--- src/rtl/store_buffer_unit_pkg.sv ---
// Shared constants and types for the store buffer: default geometry and drain FSM encoding.
package store_buffer_unit_pkg;
  localparam int DEF_SB_ADDR_SIZE = 2;
  localparam int DEF_ADDR_WIDTH   = 32;
  localparam int DEF_DATA_WIDTH   = 32;

  typedef enum logic {
    SB_IDLE  = 1'b0,
    SB_WRITE = 1'b1
  } sb_state_e;
endpackage

--- src/rtl/store_buffer_unit_fwd_select.sv ---
// Store-to-load forwarding: youngest valid entry whose address equals the load address wins.
module store_fwd_select
  import store_buffer_unit_pkg::*;
#(
  parameter int SB_ADDR_SIZE = DEF_SB_ADDR_SIZE,
  parameter int ADDR_WIDTH   = DEF_ADDR_WIDTH,
  parameter int DATA_WIDTH   = DEF_DATA_WIDTH
) (
  input  logic [SB_ADDR_SIZE:0]                                  head,
  input  logic [SB_ADDR_SIZE:0]                                  tail,
  input  logic [(1 << SB_ADDR_SIZE)-1:0][ADDR_WIDTH-1:0]         ent_addr,
  input  logic [(1 << SB_ADDR_SIZE)-1:0][DATA_WIDTH-1:0]         ent_data,
  input  logic [ADDR_WIDTH-1:0]                                  ld_addr,
  output logic                                                   ld_hit,
  output logic [DATA_WIDTH-1:0]                                  ld_data
);
  localparam int DEPTH = 1 << SB_ADDR_SIZE;
  localparam int PW    = SB_ADDR_SIZE + 1;

  logic [PW-1:0]    count_s;
  logic [DEPTH-1:0] match_s;
  logic [DATA_WIDTH-1:0] data_s;

  assign count_s = tail - head;

  // Walk oldest to youngest so a later (younger) match overrides an earlier one.
  always_comb begin
    match_s = {DEPTH{1'b0}};
    data_s  = {DATA_WIDTH{1'b0}};
    for (int i = 0; i < DEPTH; i++) begin
      match_s[i] = (PW'(i) < count_s) &&
                   (ent_addr[head[SB_ADDR_SIZE-1:0] + SB_ADDR_SIZE'(i)] == ld_addr);
      data_s     = match_s[i] ? ent_data[head[SB_ADDR_SIZE-1:0] + SB_ADDR_SIZE'(i)] : data_s;
    end
  end

  assign ld_hit  = |match_s;
  assign ld_data = data_s;
endmodule

--- src/rtl/store_buffer_unit.sv ---
// EX-stage store buffer: speculative enqueue, WB-driven commit, flush of uncommitted
// entries, in-order drain to data memory and store-to-load forwarding.
module store_buffer_unit
  import store_buffer_unit_pkg::*;
#(
  parameter int SB_ADDR_SIZE = DEF_SB_ADDR_SIZE,
  parameter int ADDR_WIDTH   = DEF_ADDR_WIDTH,
  parameter int DATA_WIDTH   = DEF_DATA_WIDTH
) (
  input  logic                  clk,
  input  logic                  reset,
  input  logic                  st_valid,
  input  logic [ADDR_WIDTH-1:0] st_addr,
  input  logic [DATA_WIDTH-1:0] st_data,
  input  logic                  commit_st,
  input  logic                  flush,
  input  logic [ADDR_WIDTH-1:0] ld_addr,
  output logic                  ld_hit,
  output logic [DATA_WIDTH-1:0] ld_data,
  output logic                  sb_full,
  output logic                  sb_empty,
  output logic                  mem_wr_en,
  output logic [ADDR_WIDTH-1:0] mem_wr_addr,
  output logic [DATA_WIDTH-1:0] mem_wr_data,
  input  logic                  mem_wr_ack,
  output logic                  overflow_err,
  output logic                  commit_err
);
  localparam int DEPTH = 1 << SB_ADDR_SIZE;
  localparam int PW    = SB_ADDR_SIZE + 1;

  logic [PW-1:0] head_r, cmt_r, tail_r;
  logic [PW-1:0] used_s, cmt_next_s, head_next_s;
  logic          full_s, enq_s, cmt_ok_s;
  sb_state_e     state_r;

  logic [DEPTH-1:0][ADDR_WIDTH-1:0] ent_addr_r;
  logic [DEPTH-1:0][DATA_WIDTH-1:0] ent_data_r;

  assign used_s      = tail_r - head_r;
  assign full_s      = (used_s == PW'(DEPTH));
  assign sb_full     = full_s;
  assign sb_empty    = (tail_r == head_r);
  assign enq_s       = st_valid && !full_s && !flush;
  // A store accepted in the same cycle is committable even when cmt has caught up with tail.
  assign cmt_ok_s    = commit_st && ((cmt_r != tail_r) || enq_s);
  assign cmt_next_s  = cmt_r + {{SB_ADDR_SIZE{1'b0}}, cmt_ok_s};
  assign head_next_s = head_r + {{SB_ADDR_SIZE{1'b0}}, 1'b1};

  // Commit/tail pointers and sticky error flags.
  always_ff @(posedge clk or negedge reset) begin
    if (!reset) begin
      cmt_r        <= {PW{1'b0}};
      tail_r       <= {PW{1'b0}};
      overflow_err <= 1'b0;
      commit_err   <= 1'b0;
    end else begin
      cmt_r <= cmt_next_s;
      if (flush) begin
        tail_r <= cmt_next_s;
      end else if (enq_s) begin
        tail_r <= tail_r + {{SB_ADDR_SIZE{1'b0}}, 1'b1};
      end
      if (st_valid && full_s) begin
        overflow_err <= 1'b1;
      end
      if (commit_st && !cmt_ok_s) begin
        commit_err <= 1'b1;
      end
    end
  end

  // Entry storage, written at the tail slot on accept.
  always_ff @(posedge clk or negedge reset) begin
    if (!reset) begin
      ent_addr_r <= {(DEPTH*ADDR_WIDTH){1'b0}};
      ent_data_r <= {(DEPTH*DATA_WIDTH){1'b0}};
    end else if (enq_s) begin
      ent_addr_r[tail_r[SB_ADDR_SIZE-1:0]] <= st_addr;
      ent_data_r[tail_r[SB_ADDR_SIZE-1:0]] <= st_data;
    end
  end

  // Drain FSM: presents committed entries at head until acknowledged.
  always_ff @(posedge clk or negedge reset) begin
    if (!reset) begin
      state_r     <= SB_IDLE;
      head_r      <= {PW{1'b0}};
      mem_wr_en   <= 1'b0;
      mem_wr_addr <= {ADDR_WIDTH{1'b0}};
      mem_wr_data <= {DATA_WIDTH{1'b0}};
    end else begin
      case (state_r)
        SB_IDLE: begin
          if (head_r != cmt_r) begin
            state_r     <= SB_WRITE;
            mem_wr_en   <= 1'b1;
            mem_wr_addr <= ent_addr_r[head_r[SB_ADDR_SIZE-1:0]];
            mem_wr_data <= ent_data_r[head_r[SB_ADDR_SIZE-1:0]];
          end
        end
        SB_WRITE: begin
          if (mem_wr_ack) begin
            head_r <= head_next_s;
            // Compare against the registered cmt: the next entry must already be in storage.
            if (head_next_s != cmt_r) begin
              mem_wr_addr <= ent_addr_r[head_next_s[SB_ADDR_SIZE-1:0]];
              mem_wr_data <= ent_data_r[head_next_s[SB_ADDR_SIZE-1:0]];
            end else begin
              state_r   <= SB_IDLE;
              mem_wr_en <= 1'b0;
            end
          end
        end
        default: begin
          state_r   <= SB_IDLE;
          mem_wr_en <= 1'b0;
        end
      endcase
    end
  end

  store_fwd_select #(
    .SB_ADDR_SIZE (SB_ADDR_SIZE),
    .ADDR_WIDTH   (ADDR_WIDTH),
    .DATA_WIDTH   (DATA_WIDTH)
  ) u_fwd (
    .head     (head_r),
    .tail     (tail_r),
    .ent_addr (ent_addr_r),
    .ent_data (ent_data_r),
    .ld_addr  (ld_addr),
    .ld_hit   (ld_hit),
    .ld_data  (ld_data)
  );
endmodule

--- config.mk ---
export PLATFORM = sky130hd
export DESIGN_NAME = store_buffer_unit
export DESIGN_NICKNAME = d
export VERILOG_FILES = /design/src/rtl/store_buffer_unit_pkg.sv /design/src/rtl/store_buffer_unit_fwd_select.sv /design/src/rtl/store_buffer_unit.sv
export SDC_FILE = /design/constraint.sdc
export NUM_CORES = 1
export LEC_CHECK = 0
export BUFFER_PORTS_ARGS = -buffer_cell sky130_fd_sc_hd__buf_2
export CAP_MARGIN = 30
export CORE_MARGIN = 8
export CORE_UTILIZATION = 62
export DETAILED_ROUTE_END_ITERATION = 10
export PLACE_DENSITY = 0.82
export SETUP_SLACK_MARGIN = 0.4
export SYNTH_ARGS = -nofsm -noshare
export SYNTH_HDL_FRONTEND = slang
export SYNTH_HIERARCHICAL = 1
export SYNTH_SLANG_ARGS = --single-unit
export TNS_END_PERCENT = 5
--- constraint.sdc ---
create_clock -name clk -period 4.1 [get_ports clk]
set_clock_uncertainty 0.2 [all_clocks]
set_input_delay 0 -clock clk [delete_from_list [all_inputs] [get_ports clk]]
set_output_delay 0 -clock clk [all_outputs]
set_load 0.005 [all_outputs]
==> impl_metrics.toml, run 1 <==
[route]
ant_nets = 0
drcViolationCount = 0
wl_per_cell_um = 27.2
dr.first_iter.drc_count = 2161
viasPerCell = 7.06
drt_wl_total_um = 75500
num_vias = 19617
first_pass_iters = 6

[die]
die_h_um = 218
pin_count = 204
row_count = 74
fp.dieW_um = 218
initial_core_util_pct = 62.4
die_area_um2 = 47700
coreArea_um2 = 40600

[placement]
dpl_cell_area_um2 = 26700
portBuffers = 203
hpwl_um = 46900
place_ws_ns = 0.139
dp_cells = 2580
gp_congestion = 0.954

[global_route]
grt_pass1_vias = 20005
grt_max_degree = 234
antenna_found_initial = 15
grt_usage_pct = 31.3
grt_pass1_wl_um = 118000
grt_overflow = 0

[timing]
period_share_pct = 102
clock.fmax_mhz = 239
drv_slew = 0
worst-slew-pin-transition_ns = 1.01
finalCriticalPeriod_ns = 4.19
rsz0062_at_grt = "yes"
setup_violations = 31
finalWorstSetupSlack_ns = -0.0861
maxSlewHeadroom_pct = 32.8
hold_viol_final = 0

[clock_network]
clockBufferDepth = 3
clk_pin_slew_worst_paths_ns = 0.06
cts_inserted_buffers = 40
clock_latency_ns = 0.58
root_buffer = "clkbuf_16"
cts_tree = "yes"
clock-sinks = 333
cts_max_level = 2

[power]
ir_worst_vdd_mv = 0.696
p_per_area_nw_per_um2 = 972
power_mw = 29.0
leakage_nw = 12.1

[finish]
fin_cells = 2780
finalNetCount = 2323
final_util_pct = 73.4
drive_gt1_share_pct = 49.1
areaGrowthSynthToFinish_pct = 17.6
fin_area_um2 = 29800

[synthesis]
synth_edf_count = 0
ys_seq_area_share_pct = 32.8
synthTopCellsByArea = "dfrtp_1 33%, mux4_2 20%, mux2_2 19%"
synth_top_area_share_pct = 32.8
synth_warnings = 6
ys.flop_type = "dfrtp_1"
async_flop_share_pct = 100
netlist_instances = 1969
synth_area_per_cell_um2 = 12.9
ys_ff_latch = 333
netlist-cell-type-count = 67
yosysMostFrequentCell = "mux2_2"
synth_fp_nets = 2082
yosys-top-cells-count = "426 x mux2_2, 333 x dfrtp_1, 224 x mux4_2, 99 x mux2i_1, 95 x xnor2_1"
synthesis.area_um2 = 25400
yosys.area.top_type = "dfrtp_1"

[run]
maxCapViolCount = 0

[critical_path]
worst_path_largest_cell_delay_ns = 0.52
cp_max_fo = 8
worstPathCellList = "buf_12 -> buf_16 -> mux4_2 -> xor2_1 -> nor4_2 -> nand4_1 -> nor4_4 -> buf_6 -> buf_6 -> buf_12 -> buf_16 -> nand4_1 -> o221a_1 -> o22ai_2 -> buf_2"
required_ns = 3.90
setup.worst_path.class = "reg2out"
crit_slowest_cell = "dfrtp_4"
cp_top_family = "buffers and inverters"
worstPathBufferInverterCount = 7
crit_arrival_ns = 3.99
critPathLaunchType = "register"
worstSetupEndpointType = "output port"

[hold_path]
holdCritPathClass = "in2reg"

[run_status]
violations = "negative setup slack"
status = "complete, but fails checks"
[cell usage in the layout, fill, tap and decap left out, types with 14 or more instances in the layout]
cell type / Yosys / layout
a21oi_1: 66 / 66
buf_12: 2 / 37
buf_2: 45 / 202
buf_4: 10 / 51
clkbuf_16: 0 / 41
dfrtp_1: 333 / 330
dlygate4sd3_1: 2 / 71
mux2_1: 26 / 26
mux2_2: 426 / 426
mux2i_1: 99 / 95
mux4_2: 224 / 224
nand2_1: 77 / 77
nand4_1: 53 / 53
nor2_1: 70 / 68
o2111ai_1: 34 / 33
o21ai_0: 68 / 66
o221a_1: 30 / 30
o22ai_1: 35 / 21
o22ai_2: 0 / 14
xnor2_1: 95 / 85
xor2_1: 40 / 39
[worst paths after layout]
kind	from	to	cells past startpoint	slack, ns
worst min-delay path	st_data[9]	ent_data_r[41]$_DFFE_PN0P_	3	0.03
worst max-delay path	head_r[0]$_DFFE_PN0P_	ld_data[15]	15	-0.09
worst max register to register	head_r[0]$_DFFE_PN0P_	tail_r[2]$_DFFE_PN0P_	13	0.74
max in group asynchronous	reset	ent_addr_r[107]$_DFFE_PN0P_	4	2.59
worst min register to register	overflow_err$_DFFE_PN0P_	overflow_err$_DFFE_PN0P_	1	0.25
min in group asynchronous	reset	ent_data_r[58]$_DFFE_PN0P_	4	0.43
[area by class of cell]
class                   instances  area, µm²
clock inverters                15        115
diodes                         10       25.0
clock buffers                  55       1180
fillers                      2586      10800
repair buffers                389       3430
flip-flops and latches        333       8340
inverters                      11       41.3
multi-input cells            1435      16000
well taps                     532        666
[state kept, by name, summed over array words and instances (netlist names)]
signal        cells
mem_wr_en         1
state_r           1
commit_err        1
overflow_err      1
ent_addr_r      128
mem_wr_data      32
tail_r            3
head_r            3
ent_data_r      128
mem_wr_addr      32
cmt_r             3
[repair_timing]
item                                    CTS  global route
endpoints found under the setup margin   91            35
pin swaps                                35            13
endpoints found under the hold margin   537             0
gates resized for setup                  62            24
hold buffers                             72             0
cloned                                    9             0
setup buffers                            38             0
[layer usage]
metal	global-route usage (%)	vias to the layer above	part of all wire (%)
met2	51.7	1144	50
li1	-	8218	-
met1	38.7	9975	37
met5	0	-	0.099
met3	7.37	268	9.2
met4	14.8	12	4.7
[stage by stage]
stage,hold WS [ns],setup TNS [ns]
after floorplan,-0.496,0
after global placement,-0.137,0
after detailed placement,-0.131,0
after CTS,0.00622,0
after global routing,0.0288,-4.05
final,0.0319,-1.27
[worst min-delay path, delay by kind of cell]
kind	cells	cell delay, ns
buf+inv	2	0.64
mux	1	0.14
[report_power, final]
part / total [mW] / internal (mW) / leakage (nW) / switching, mW
clock network: 3.53 / 2.07 / 0.652 / 1.46
logic: 18.1 / 10.1 / 7.41 / 8.04
registers: 7.31 / 5.00 / 4.01 / 2.32
[cells by family after synthesis]
kind of cell / count (synthesis) / share of synthesized area (%)
multiplexers: 783 / 44.7
AO/OA/AOI/OAI: 262 / 7.12
buffers and inverters: 201 / 5.22
AND/OR/NAND/NOR: 240 / 4.57
adder cells (fa/ha/maj): 11 / 0.572
XOR/XNOR: 139 / 5.01
flip-flops: 333 / 32.8
(Power assumes the default switching activity.)
==> run 2: changes to the inputs <==
CORE_MARGIN = unset   (was 8)
CORE_UTILIZATION = 55   (was 62)
PLACE_DENSITY = 0.74   (was 0.82)
==> run 2 against run 1 <==
The flow still finishes with violations (negative setup slack); core utilization decreased by 7.9 points; global-route usage decreased by 0.32 points; wire length decreased by 4.4%; first-iteration DRC count decreased by 15%; clock power increased by 3%; count of clock-buffer cells in the layout decreased by 2; critical path depth decreased by 3; via count decreased by 2.9%; combinational power about the same; non-clock buffer count decreased by 11; largest power group unchanged.
==> impl_metrics.toml, run 2 (synthesis gave the netlist of run 1 again) <==
[placement]
portBuffers = 203
hpwl_um = 45700
dpl_cell_area_um2 = 26800
dp_cells = 2645
place_ws_ns = 0.155
gp_congestion = 0.934

[global_route]
antenna_found_initial = 12
grt_overflow = 0
grt_usage_pct = 31.0
grt_max_degree = 277
grt_pass1_vias = 19114
grt_pass1_wl_um = 113000

[timing]
worst-slew-pin-transition_ns = 1.13
finalWorstSetupSlack_ns = -0.0278
finalSetupTns_ns = -0.153
whs_ns = 0.0375
rsz0062_at_grt = "yes"
finalCriticalPeriod_ns = 4.13
clock.fmax_mhz = 242
hold_viol_final = 0
maxSlewHeadroom_pct = 24.7
drv_slew = 0
period_share_pct = 101
setup_violations = 14

[finish]
final_common_cell = "mux2_2"
fin_cells = 2826
drive_gt1_share_pct = 48.5
final_cell_mix = "426 x mux2_2, 330 x dfrtp_1, 224 x mux4_2"
fin_area_um2 = 29800
finalNetCount = 2311
reg_top3 = "ent_addr_r (128), ent_data_r (128)"
areaGrowthSynthToFinish_pct = 17.4
final_util_pct = 65.5
fill_cells = 3298

[route]
route.met2.wl_um = 35800
first_pass_iters = 5
wirelength_met1_um = 27900
wl_met3_um = 5660
ant_nets = 0
num_vias = 19052
dr.first_iter.drc_count = 1838
drcViolationCount = 0
wl_per_cell_um = 25.5
top_layer = "met5"
drt_wl_total_um = 72200
viasPerCell = 6.74

[clock_network]
clock_latency_ns = 0.56
cts_inserted_buffers = 39
root_buffer = "clkbuf_16"
clk_pin_slew_worst_paths_ns = 0.06
clock-sinks = 333
cts_max_level = 2
clockBufferDepth = 3
cts_tree = "yes"

[critical_path]
worstPathCellList = "buf_12 -> buf_8 -> buf_4 -> mux4_1 -> xnor2_1 -> nand4_1 -> nor4_1 -> nand3_2 -> buf_12 -> o21ai_0 -> o22ai_1 -> buf_2"
crit_arrival_ns = 3.93
worst_path_largest_cell_delay_ns = 0.60
path_common_cell = "buf_12"
required_ns = 3.90
critPathLaunchType = "register"
setup.worst_path.class = "reg2out"
worstSetupEndpointType = "output port"
crit_slowest_cell = "mux4_1"
cp_max_fo = 65

[power]
ir_worst_vdd_mv = 0.539
leakage_nw = 12.0
power_mw = 28.6
p_per_area_nw_per_um2 = 961

[die]
coreArea_um2 = 45500
pin_count = 204
initial_core_util_pct = 55.8
die_area_um2 = 47000
fp.dieW_um = 217
row_count = 78
die_h_um = 217

[run_status]
violations = "negative setup slack"
status = "complete, but fails checks"

[hold_path]
holdCritPathClass = "in2reg"

[run]
maxCapViolCount = 0
[run 2: cell types whose count changed in the layout (fill, tap and decap cells not counted), sizes merged]
cell / delta
buf: -13
diode: -8
clkinv: -5
bufinv: +3
clkinvlp: +2
inv: -1
[run 2: critical path: cells and delay by family (launching register included)]
family	cells	cell delay, ns
mux	1	0.60
compound gates	2	0.43
xor+xnor	1	0.19
flops	1	0.52
buf+inv	5	0.87
simple gates	3	0.68
[run 2: routing by layer]
layer,vias to the layer above,track usage (%)
li1,8191,-
met1,9744,40.2
met2,902,51.5
met3,193,5.60
met4,22,12.3
met5,-,0
[run 2: worst paths after layout]
kind	from	cells past startpoint	endpoint	slack [ns]
max	head_r[0]$_DFFE_PN0P_	12	ld_data[3]	-0.03
min	st_addr[13]	3	ent_addr_r[13]$_DFFE_PN0P_	0.04
max reg2reg	head_r[0]$_DFFE_PN0P_	12	tail_r[2]$_DFFE_PN0P_	0.66
min reg2reg	overflow_err$_DFFE_PN0P_	1	overflow_err$_DFFE_PN0P_	0.26
max in group asynchronous	reset	4	ent_data_r[109]$_DFFE_PN0P_	2.73
min in group asynchronous	reset	4	ent_addr_r[94]$_DFFE_PN0P_	0.44
[run 2: cell type report]
class / instances / area (µm²) / share of cell area [%]
multi-input cells: 1435 / 16000 / 53.7
flip-flops and latches: 333 / 8340 / 28.0
repair buffers: 378 / 3330 / 11.2
clock buffers: 53 / 1150 / 3.86
well taps: 600 / 751 / 2.52
clock inverters: 14 / 179 / 0.600
inverters: 11 / 41.3 / 0.139
diodes: 2 / 5.00 / 0.0168
[run 2: timing repair]
action,4_1_cts,5_1_grt
hold endpoints to repair,559,0
buffers inserted,20,8
endpoints found under the setup margin,33,34
resized for setup,58,13
cloned,11,1
hold buffers,72,0
pin swaps,46,7
[run 2: where the power goes]
part	switching (mW)	internal [mW]
registers	2.22	5.00
logic	7.81	9.97
clock network	1.42	2.21
total	11.5	17.2
==> run 3: changes to the inputs <==
CTS_CLUSTER_SIZE = 16   (was unset)
MAX_ROUTING_LAYER = met4   (was unset)
PLACE_DENSITY = 0.75   (was 0.74)
SYNTH_HIERARCHICAL = unset   (was 1)
==> run 3 against run 2 <==
The flow still finishes with violations (negative setup slack); combinational power is 11% lower; flip-flop and latch count stayed put; global-route usage hardly changed; clock power is 4% lower; first-iteration DRC count is 32% lower; register-to-register slack worse by 0.14 ns; wire length is 17% lower; count of clock-buffer cells in the layout is 2 higher; setup slack worse by 0.42 ns; total power is 8.9% lower; critical path type unchanged; largest cell class unchanged; largest power group unchanged.
==> impl_metrics.toml, run 3 <==
[route]
viasPerCell = 6.33
first_pass_iters = 5
wl_per_cell_um = 23.4
num_vias = 16263
drcViolationCount = 0
drt_wl_total_um = 60000
dr.first_iter.drc_count = 1257
ant_nets = 0

[critical_path]
crit_arrival_ns = 4.35
cp_max_fo = 5
rr_worst_depth = 11
required_ns = 3.90
worstSetupEndpointType = "output port"
setup.worst_path.class = "reg2out"
critPathLaunchType = "register"

[timing]
worst-slew-pin-transition_ns = 0.921
whs_ns = 0.0109
maxSlewHeadroom_pct = 38.6
finalSetupTns_ns = -13.16
finalCriticalPeriod_ns = 4.55
hold_viol_final = 0
drv_slew = 0
setup_violations = 33
rsz0062_at_grt = "yes"
clock.fmax_mhz = 220
finalWorstSetupSlack_ns = -0.449
period_share_pct = 111

[global_route]
grt_usage_pct = 31.0
grt_pass1_wl_um = 94500
grt_overflow = 0
grt_max_degree = 120
antenna_found_initial = 5
grt_pass1_vias = 16565

[run_status]
violations = "negative setup slack"
status = "complete, but fails checks"

[synthesis]
synthTopCellsByArea = "dfrtp_1 38%, mux4_2 19%, mux2_2 15%"
synth_warnings = 0
synth_edf_count = 0
ys_seq_area_share_pct = 38.1
yosysMostFrequentCell = "dfrtp_1"
ys.flop_type = "dfrtp_1"
yosys.area.top_type = "dfrtp_1"
synth_top_area_share_pct = 38.1
synthesis.area_um2 = 21800
netlist-cell-type-count = 44
async_flop_share_pct = 100
synth_area_per_cell_um2 = 12.5
ys_ff_latch = 333
synth_fp_nets = 1856
netlist_instances = 1744
yosys-top-cells-count = "333 x dfrtp_1, 291 x mux2_2, 186 x mux4_2, 132 x nor2_1, 107 x mux2i_1"

[finish]
finalNetCount = 2128
final_cell_mix = "330 x dfrtp_1, 291 x mux2_2, 202 x buf_2"
reg_top3 = "ent_addr_r (128), ent_data_r (128)"
final_util_pct = 68.1
areaGrowthSynthToFinish_pct = 21.3
fill_cells = 2736
drive_gt1_share_pct = 44.0
fin_cells = 2568
final_common_cell = "dfrtp_1"
fin_area_um2 = 26500

[power]
p_per_area_nw_per_um2 = 985
p_clk_share_pct = 13.4
internal_power_mw = 15.3
ir_worst_vdd_mv = 0.580
combPwrFrac_pct = 60.7
switching_share_pct = 41.2
leakage_nw = 11.6
p_seq_share_pct = 25.9
power_mw = 26.1
switchingPower_mw = 10.7

[placement]
place_ws_ns = -0.0688
portBuffers = 203
hpwl_um = 40100
gp_congestion = 0.953
dp_cells = 2394
dpl_cell_area_um2 = 23700

[hold_path]
worstHoldPathCells = 3
holdCritPathClass = "in2reg"

[die]
die_area_um2 = 40500
initial_core_util_pct = 56.1
pin_count = 204
fp.dieW_um = 201
row_count = 72
die_h_um = 201
coreArea_um2 = 38900

[clock_network]
cts_max_level = 2
clockBufferDepth = 3
clock-sinks = 333
root_buffer = "clkbuf_16"
cts_tree = "yes"
clk_pin_slew_worst_paths_ns = 0.06
cts_inserted_buffers = 38
clock_latency_ns = 0.57

[run]
maxCapViolCount = 0
run 3: what timing repair did:
item                                   4_1_cts  5_1_grt
pin swaps                                   67        9
buffers inserted                            18        5
cloned                                       3        1
hold buffers                                72        0
gates resized for setup                     37       25
endpoints found under the hold margin      517        0
setup endpoints to repair                   35      154
run 3: cell type report:
cell class / instances / area [µm²] / share of cell area [%]
Sequential cell: 333 / 8340 / 31.5
Multi-Input combinational cell: 1235 / 13000 / 49.1
Tap cell: 518 / 648 / 2.45
Timing Repair Buffer: 367 / 3040 / 11.5
Inverter: 41 / 154 / 0.581
Clock inverter: 14 / 173 / 0.652
Clock buffer: 55 / 1100 / 4.17
Antenna cell: 5 / 12.5 / 0.0472
run 3: worst max-delay path, stage by stage, from the launching register on:
cell and delay, ns:
dfrtp_4 0.50, ha_4 0.33, buf_12 0.13, buf_8 0.12
buf_12 0.12, buf_12 0.10, mux4_2 0.53, xor2_2 0.22
nor4_2 0.23, nand2_1 0.17, nor4_4 0.35, nor3_4 0.07
buf_12 0.14, buf_12 0.13, buf_16 0.14, a221oi_4 0.24
o22ai_2 0.12, buf_2 0.15
run 3: final timing paths:
kind                                     startpoint                     endpoint  slack, ns
min                                        st_valid     overflow_err$_DFFE_PN0P_       0.01
min reg2reg                overflow_err$_DFFE_PN0P_     overflow_err$_DFFE_PN0P_       0.26
max in group asynchronous                     reset  mem_wr_addr[30]$_DFFE_PN0P_       2.68
max reg2reg                   head_r[1]$_DFFE_PN0P_   ent_data_r[44]$_DFFE_PN0P_       0.52
min in group asynchronous                     reset           cmt_r[1]$_DFF_PN0_       0.37
max                           head_r[0]$_DFFE_PN0P_                  ld_data[23]      -0.45
run 3: metal layers:
metal | up-vias | GRT usage [%] | part of all wire, %
li1 | 7123 | - | -
met1 | 8331 | 40.3 | 41
met2 | 683 | 48.8 | 48
met3 | 126 | 6.09 | 7.7
met4 | 0 | 10.6 | 3.3
met5 | - | - | 0
run 3: cells by family (layout without fill, tap and decap cells):
group                    Yosys count  in the layout  synth area share (%)
multiplexers                     585            585                  39.1
buffers and inverters            176            477                  3.65
XOR/XNOR                         140            140                  5.61
adder cells (fa/ha/maj)           10             10                 0.607
flip-flops                       333            333                  38.1
AO/OA/AOI/OAI                    220            220                  6.88
AND/OR/NAND/NOR                  280            280                  5.98
other                              0              5                     0
run 3: power groups by stage:
stage | combinational [mW] | clock (mW) | sequential (mW)
floorplan | 11.4 | 0 | 6.16
global placement | 14.5 | 0 | 6.54
detailed placement | 14.8 | 0 | 6.72
CTS | 15.4 | 3.55 | 6.68
global route | 16.9 | 3.68 | 6.99
finish | 15.8 | 3.49 | 6.75
